--- src/rtl/audio_pkg.sv ---
`default_nettype none
// ============================================================================
//  Package     : audio_pkg
//  Description : Shared audio types and helpers: sample width, full-scale
//                constants, level-meter FSM state encoding, saturating abs.
//  Revision    : 1.0  initial release
// ============================================================================
package audio_pkg;

  // Audio controller sample width (signed two's complement).
  localparam int SAMPLE_W = 32;

  // Full-scale codes; either one in a sample counts as a clip event.
  localparam logic [SAMPLE_W-1:0] c_full_scale_pos = 32'h7FFF_FFFF;
  localparam logic [SAMPLE_W-1:0] c_full_scale_neg = 32'h8000_0000;

  // Level-meter FSM state encoding.
  localparam int c_state_w = 3;
  typedef enum logic [c_state_w-1:0] {
    ST_IDLE    = 3'd0,
    ST_WAIT    = 3'd1,
    ST_READ    = 3'd2,
    ST_ACC     = 3'd3,
    ST_PUBLISH = 3'd4
  } state_t;

  // Absolute value that never overflows: the most negative code folds onto
  // the most positive one instead of wrapping back to itself.
  function automatic logic [SAMPLE_W-1:0] sat_abs(input logic [SAMPLE_W-1:0] x);
    if (x == c_full_scale_neg) begin
      return c_full_scale_pos;
    end else if (x[SAMPLE_W-1]) begin
      return -x;
    end else begin
      return x;
    end
  endfunction

endpackage : audio_pkg
`default_nettype wire

--- src/rtl/mic_level_meter_if.sv ---
`default_nettype none
// ============================================================================
//  Interface   : mic_level_meter_if
//  Description : Microphone-side handshake between the audio controller
//                (master) and a sample consumer such as the level meter
//                (slave).
//  Revision    : 1.0  initial release
// ============================================================================
interface mic_level_meter_if #(
  parameter int SAMPLE_W = 32
);

  logic                audio_in_available;
  logic [SAMPLE_W-1:0] left_channel_audio_in;
  logic [SAMPLE_W-1:0] right_channel_audio_in;
  logic                read_audio_in;
  logic                clear_audio_in_memory;

  // Controller side: offers sample pairs, receives pop and flush requests.
  modport master (
    output audio_in_available,
    output left_channel_audio_in,
    output right_channel_audio_in,
    input  read_audio_in,
    input  clear_audio_in_memory
  );

  // Consumer side: sees sample pairs, issues pop and flush requests.
  modport slave (
    input  audio_in_available,
    input  left_channel_audio_in,
    input  right_channel_audio_in,
    output read_audio_in,
    output clear_audio_in_memory
  );

endinterface : mic_level_meter_if
`default_nettype wire

--- src/rtl/stereo_magnitude.sv ---
`default_nettype none
// ============================================================================
//  Module      : stereo_magnitude
//  Description : Folds a stereo sample pair into a mono magnitude
//                (|L| + |R|) / 2 and flags a full-scale sample on either
//                channel. Purely combinational.
//  Revision    : 1.0  initial release
// ============================================================================
module stereo_magnitude
  import audio_pkg::*;
(
  input  wire logic [SAMPLE_W-1:0] i_left,
  input  wire logic [SAMPLE_W-1:0] i_right,
  output logic      [SAMPLE_W-1:0] o_mono,
  output logic                     o_clip_hit
);

  logic [SAMPLE_W-1:0] w_abs_left;
  logic [SAMPLE_W-1:0] w_abs_right;
  logic [SAMPLE_W:0]   w_sum;

  assign w_abs_left  = sat_abs(i_left);
  assign w_abs_right = sat_abs(i_right);

  // One extra bit keeps the sum exact; after halving the top bit is always 0.
  assign w_sum  = {1'b0, w_abs_left} + {1'b0, w_abs_right};
  assign o_mono = SAMPLE_W'(w_sum >> 1);

  assign o_clip_hit = (i_left  == c_full_scale_pos) || (i_left  == c_full_scale_neg) ||
                      (i_right == c_full_scale_pos) || (i_right == c_full_scale_neg);

endmodule : stereo_magnitude
`default_nettype wire

--- src/rtl/mic_level_meter.sv ---
`default_nettype none
// ============================================================================
//  Module      : mic_level_meter
//  Description : Drains stereo microphone samples from the audio controller,
//                tracks the peak mono magnitude over a 2^WINDOW_LOG2-sample
//                window and publishes a LEVEL_W-bit level plus clip flag.
//  Revision    : 1.0  initial release
// ============================================================================
module mic_level_meter #(
  parameter int SAMPLE_W    = 32,
  parameter int WINDOW_LOG2 = 10,
  parameter int LEVEL_W     = 7
) (
  input  wire logic          clock,
  input  wire logic          resetn,
  input  wire logic          enable,
  mic_level_meter_if.slave   audio,
  output logic [LEVEL_W-1:0] level,
  output logic               level_valid,
  output logic               clipped
);

  import audio_pkg::*;

  state_t r_state;
  state_t w_next_state;

  logic [SAMPLE_W-1:0]    r_left;
  logic [SAMPLE_W-1:0]    r_right;
  logic [WINDOW_LOG2-1:0] r_count;
  logic [SAMPLE_W-1:0]    r_peak;
  logic                   r_clip_acc;
  logic [LEVEL_W-1:0]     r_level;
  logic                   r_clipped;

  logic [SAMPLE_W-1:0]    w_mono;
  logic                   w_clip_hit;
  logic [SAMPLE_W-1:0]    w_new_peak;
  logic                   w_clip_next;
  logic                   w_last;
  logic                   w_read;
  logic                   w_clear;
  logic                   w_valid;

  stereo_magnitude u_magnitude (
    .i_left     (r_left),
    .i_right    (r_right),
    .o_mono     (w_mono),
    .o_clip_hit (w_clip_hit)
  );

  assign w_new_peak  = (w_mono > r_peak) ? w_mono : r_peak;
  assign w_clip_next = r_clip_acc | w_clip_hit;
  assign w_last      = &r_count;

  // State register.
  always_ff @(posedge clock or negedge resetn) begin
    if (!resetn) begin
      r_state <= ST_IDLE;
    end else begin
      r_state <= w_next_state;
    end
  end

  // Next-state logic; READ always finishes its pop and runs ACC before
  // honouring a dropped enable.
  always_comb begin
    w_next_state = r_state;
    case (r_state)
      ST_IDLE:    if (enable) w_next_state = ST_WAIT;
      ST_WAIT: begin
        if (!enable)                       w_next_state = ST_IDLE;
        else if (audio.audio_in_available) w_next_state = ST_READ;
      end
      ST_READ:    w_next_state = ST_ACC;
      ST_ACC: begin
        if (!enable)     w_next_state = ST_IDLE;
        else if (w_last) w_next_state = ST_PUBLISH;
        else             w_next_state = ST_WAIT;
      end
      ST_PUBLISH: w_next_state = enable ? ST_WAIT : ST_IDLE;
      default:    w_next_state = ST_IDLE;
    endcase
  end

  // Moore output decode straight from the state register.
  always_comb begin
    w_read  = 1'b0;
    w_clear = 1'b0;
    w_valid = 1'b0;
    case (r_state)
      ST_IDLE:    w_clear = 1'b1;
      ST_READ:    w_read  = 1'b1;
      ST_PUBLISH: w_valid = 1'b1;
      default:    ;
    endcase
  end

  assign audio.read_audio_in         = w_read;
  assign audio.clear_audio_in_memory = w_clear;
  assign level_valid                 = w_valid;
  assign level                       = r_level;
  assign clipped                     = r_clipped;

  // Sample capture, window accumulation and publish registers. The
  // published level/clip only change on the final sample of a window, so
  // they survive aborts and IDLE.
  always_ff @(posedge clock or negedge resetn) begin
    if (!resetn) begin
      r_left     <= '0;
      r_right    <= '0;
      r_count    <= '0;
      r_peak     <= '0;
      r_clip_acc <= 1'b0;
      r_level    <= '0;
      r_clipped  <= 1'b0;
    end else begin
      case (r_state)
        ST_IDLE: begin
          r_count    <= '0;
          r_peak     <= '0;
          r_clip_acc <= 1'b0;
        end
        ST_READ: begin
          r_left  <= audio.left_channel_audio_in;
          r_right <= audio.right_channel_audio_in;
        end
        ST_ACC: begin
          r_count <= r_count + 1'b1;
          if (w_last) begin
            r_level    <= w_new_peak[SAMPLE_W-2 -: LEVEL_W];
            r_clipped  <= w_clip_next;
            r_peak     <= '0;
            r_clip_acc <= 1'b0;
          end else begin
            r_peak     <= w_new_peak;
            r_clip_acc <= w_clip_next;
          end
        end
        default: ;
      endcase
    end
  end

endmodule : mic_level_meter
`default_nettype wire

--- src/flat_wrapper.sv ---
// flat-port wrapper written by rule: the top's interface ports become plain ports
module mic_level_meter_flat import audio_pkg::*;
#(
  parameter int SAMPLE_W    = 32,
  parameter int WINDOW_LOG2 = 10,
  parameter int LEVEL_W     = 7
)
  (clock, resetn, enable, level, level_valid, clipped, audio_audio_in_available, audio_left_channel_audio_in, audio_right_channel_audio_in, audio_read_audio_in, audio_clear_audio_in_memory);
  mic_level_meter_if #(.SAMPLE_W(SAMPLE_W)) audio_i ();
  input  wire logic clock;
  input  wire logic resetn;
  input  wire logic enable;
  output logic [LEVEL_W-1:0] level;
  output logic level_valid;
  output logic clipped;
  input wire logic [$bits(audio_i.audio_in_available)-1:0] audio_audio_in_available;
  input wire logic [$bits(audio_i.left_channel_audio_in)-1:0] audio_left_channel_audio_in;
  input wire logic [$bits(audio_i.right_channel_audio_in)-1:0] audio_right_channel_audio_in;
  output wire logic [$bits(audio_i.read_audio_in)-1:0] audio_read_audio_in;
  output wire logic [$bits(audio_i.clear_audio_in_memory)-1:0] audio_clear_audio_in_memory;
  assign audio_i.audio_in_available = audio_audio_in_available;
  assign audio_i.left_channel_audio_in = audio_left_channel_audio_in;
  assign audio_i.right_channel_audio_in = audio_right_channel_audio_in;
  assign audio_read_audio_in = audio_i.read_audio_in;
  assign audio_clear_audio_in_memory = audio_i.clear_audio_in_memory;
  mic_level_meter #(.SAMPLE_W(SAMPLE_W), .WINDOW_LOG2(WINDOW_LOG2), .LEVEL_W(LEVEL_W)) u_core (.clock(clock), .resetn(resetn), .enable(enable), .audio(audio_i), .level(level), .level_valid(level_valid), .clipped(clipped));
endmodule
--- config.mk ---
export PLATFORM = sky130hd
export DESIGN_NAME = mic_level_meter_flat
export DESIGN_NICKNAME = d
export VERILOG_FILES = /design/src/rtl/audio_pkg.sv /design/src/rtl/mic_level_meter_if.sv /design/src/rtl/stereo_magnitude.sv /design/src/rtl/mic_level_meter.sv /design/src/flat_wrapper.sv
export SDC_FILE = /design/constraint.sdc
export NUM_CORES = 1
export LEC_CHECK = 0
export BUFFER_PORTS_ARGS = -buffer_cell sky130_fd_sc_hd__buf_2
export CORE_MARGIN = 10
export CORE_UTILIZATION = 25
export CTS_CLUSTER_DIAMETER = 80
export DETAILED_ROUTE_END_ITERATION = 6
export HOLD_SLACK_MARGIN = 0.12
export SLEW_MARGIN = 20
export SYNTH_ARGS = -nofsm -noshare
export SYNTH_HDL_FRONTEND = slang
export SYNTH_SLANG_ARGS = --single-unit
--- constraint.sdc ---
create_clock -name clock -period 6.6 [get_ports clock]
set_input_delay 1.32 -clock clock [delete_from_list [all_inputs] [get_ports clock]]
set_output_delay 1.32 -clock clock [all_outputs]
set_load 0.01 [all_outputs]
==> flow_summary.toml <==
[drt]
routedWlPerCell_um = 16.7
wirelength_um = 26300
drt-vias-per-instance = 5.00
dr_total_vias = 7885
antenna_left = 0
drt_iter0_markers = 639
drc = 0
first_pass_iters = 5

[clock_tree]
cts_sinks = 118
cts_tree = "done"
cts-root-buf = "clkbuf_16"
hold_buffers = 0
cts_buffers = 17
path_clk_slew_ns = 0.07
htree_num_levels = 4
cts_buffer_depth = 2
insertion_delay_ns = 0.44

[finish]
stdcell_area_mm2 = 0.0111
drive_above_1_share_pct = 28.1
final-instance-count-excl-fill = 1577
nNetsFinal = 1246
diodes = 0
synthToLayoutAreaGrowth_pct = 27.1
final_core_util_pct = 32.3

[synth]
yosysMostFrequentCell = "nand2_1"
synthCells = 967
yosys.area.top_type = "dfrtp_1"
synth_area_leaders = "dfrtp_1 34%, ha_1 9.7%, mux2_2 7.4%"
syn_nets = 1104
synthFlopType = "dfrtp_1"
netlist.area_leader.share_pct = 33.7
synth_common_cells = "122 x nand2_1, 118 x dfrtp_1, 68 x ha_1"
synth_edf_count = 0
synth_warnings = 0
synth_seq_cells = 118
syn_area_per_cell_um2 = 9.07
seq_area_frac_synth_pct = 33.7
async_flop_share_pct = 100
netlist_area_mm2 = 0.00877
yosysUniqueCellTypes = 62

[worst_hold_path]
hp-class = "register to register"
hold_start = "u_core.clipped"

[sta]
skew_ns = 0.0106
post-route-period-util_pct = 96.6
slew_headroom_pct = 45.9
hold_viol = 0
slew_viol_final = 0
setup_viol = 0
fin_ws_ns = 0.227
worst_pin_slew_ns = 0.812
max_freq_ghz = 0.157
period_needed_ns = 6.37

[critical_path]
crit_type = "register to register"
crit_fanout = 10
cp.required_ns = 6.92
critical_path.slowest_cell = "or4_4"
rr_startpoint = "u_core.r_left[11]"
rrSetupSlack_ns = 0.23
start_kind = "register"
crit_path_start = "u_core.r_left[11]"
arrival_ns = 6.69
max_stage_delay_ns = 0.57
path_delay_family = "simple AND/OR/NAND/NOR gates"
path_buf_inv = 3
worstPathCellList = "or4_4, or3_4, or3_4, or2_4, buf_4, nand2_1, ha_1, a22o_1, nor4_2, a211oi_2, or4_1, a31oi_2, xnor2_2, ha_1, a21o_1, a21o_1, a211oi_1, o21ai_0, o21ai_4, nor3_4, buf_12, clkbuf_16, a22o_1"
cp-end-kind = "register"

[placed_design]
place_area_mm2 = 0.0101
place_inst = 1531
dpl_worst_slack_ns = -0.113
io_buffers = 78
gp_congestion = 0.905
dpl.hpwl_um = 20000

[floorplan]
die_h_um = 207
core-area_mm2 = 0.0345
die_w_um = 207
die_area_mm2 = 0.0430
ios = 79
rows = 68
start_util_pct = 25.4

[flow_run]
maxCapViolCount = 0

[outcome]
outcome = "finished, final reports clean"

[grt]
grt_pass1_wl_um = 41300
grt_max_degree = 62
grt_pass1_vias = 7707
antenna_found_initial = 0
track_usage_pct = 11.7
grt_overflow = 0
==> layout by cell type, fill, tap and decap left out, drive strengths merged, types with 3 or more instances in the layout <==
cell type  synthesis  layout
or2                5       6
nand2b             6       6
nand4             28      28
o31ai             20      20
clkinv             0       3
ha                68      68
o21ai             53      53
nor3              16      16
nand3             34      34
a21oi             50      50
o21bai             4       4
a21o              28      28
mux2i              7       7
and3               8       8
nor3b              3       3
and2               6       6
clkbuf            38      20
inv               50      60
a31oi              9       9
or3               10      10
nand2            123     123
buf                2     158
nor2              32      32
a211oi             8       8
o41ai              8       8
a22o              33      33
nand4b             3       3
xnor2             23      23
dfrtp            118     118
nor4              12      12
or4               12      13
o21a               8       8
xor2              51      51
nor2b              9       9
mux2              58      58
o211ai             4       4
==> state kept, by name (all words and copies together) (netlist names) <==
signal             cells
u_core.r_clip_acc      1
u_core.r_right        32
u_core.r_peak         32
u_core.clipped         1
u_core.r_count        10
u_core.level           7
u_core.r_state         3
u_core.r_left         32
==> metrics by stage <==
stage	hold WS (ns)	TNS (ns)
floorplan	0.456	0
global placement	0.462	-0.610
detailed placement	0.458	-3.81
CTS	0.474	0
global route	0.490	-0.247
finish	0.470	0
==> layout make-up <==
type / count / area (µm²)
repair buffers: 161 / 1120
clock inverters: 15 / 156
fillers: 3622 / 23400
multi-input cells: 761 / 5740
clock buffers: 17 / 425
flip-flops and latches: 118 / 2950
inverters: 50 / 188
well taps: 455 / 569
==> kinds of logic (layout without fill, tap and decap cells) <==
family / count (synthesis) / after routing / synth area share (%)
fa+ha+maj: 69 / 69 / 9.93
buf+inv: 90 / 243 / 3.94
compound gates: 239 / 239 / 18.8
simple gates: 312 / 314 / 17.8
xor+xnor: 74 / 74 / 7.56
flops: 118 / 118 / 33.7
mux: 65 / 65 / 8.25
==> worst register-to-register path, cell delays in order, from the launching register on <==
cell and delay, ns:
dfrtp_1 0.39, or4_4 0.57, or3_4 0.41, or3_4 0.39, or2_4 0.30, buf_4 0.18
nand2_1 0.10, ha_1 0.26, a22o_1 0.25, nor4_2 0.32, a211oi_2 0.16, or4_1 0.48
a31oi_2 0.26, xnor2_2 0.17, ha_1 0.28, a21o_1 0.16, a21o_1 0.17, a211oi_1 0.31
o21ai_0 0.21, o21ai_4 0.24, nor3_4 0.09, buf_12 0.18, clkbuf_16 0.15, a22o_1 0.22
==> routing by layer <==
layer	wire length (µm)	share of wire [%]	up-vias	GRT usage [%]
li1	-	-	3842	-
met1	12300	47	3812	15.3
met2	12300	47	201	18.8
met3	1130	4.3	30	2.11
met4	626	2.4	0	4.04
met5	0	0	-	0
==> repair_timing <==
item,4_1_cts,5_1_grt
pin swaps,1,26
buffers inserted,2,6
gates resized for setup,5,51
gates cloned,0,6
endpoints found under the setup margin,39,39
==> path summary, 6_finish.rpt <==
check                               endpoint  cells after the start
min in group asynchronous  u_core.r_left[22]                      1
hold / removal                u_core.clipped                      2
setup reg to reg           u_core.r_peak[18]                     23
hold reg to reg               u_core.clipped                      2
setup / recovery           u_core.r_peak[18]                     23
max in group asynchronous  u_core.r_clip_acc                      2
Power is left out: the tool's default activity adds up to more than one toggle a clock period on the data nets, which glitch-free logic cannot reach.
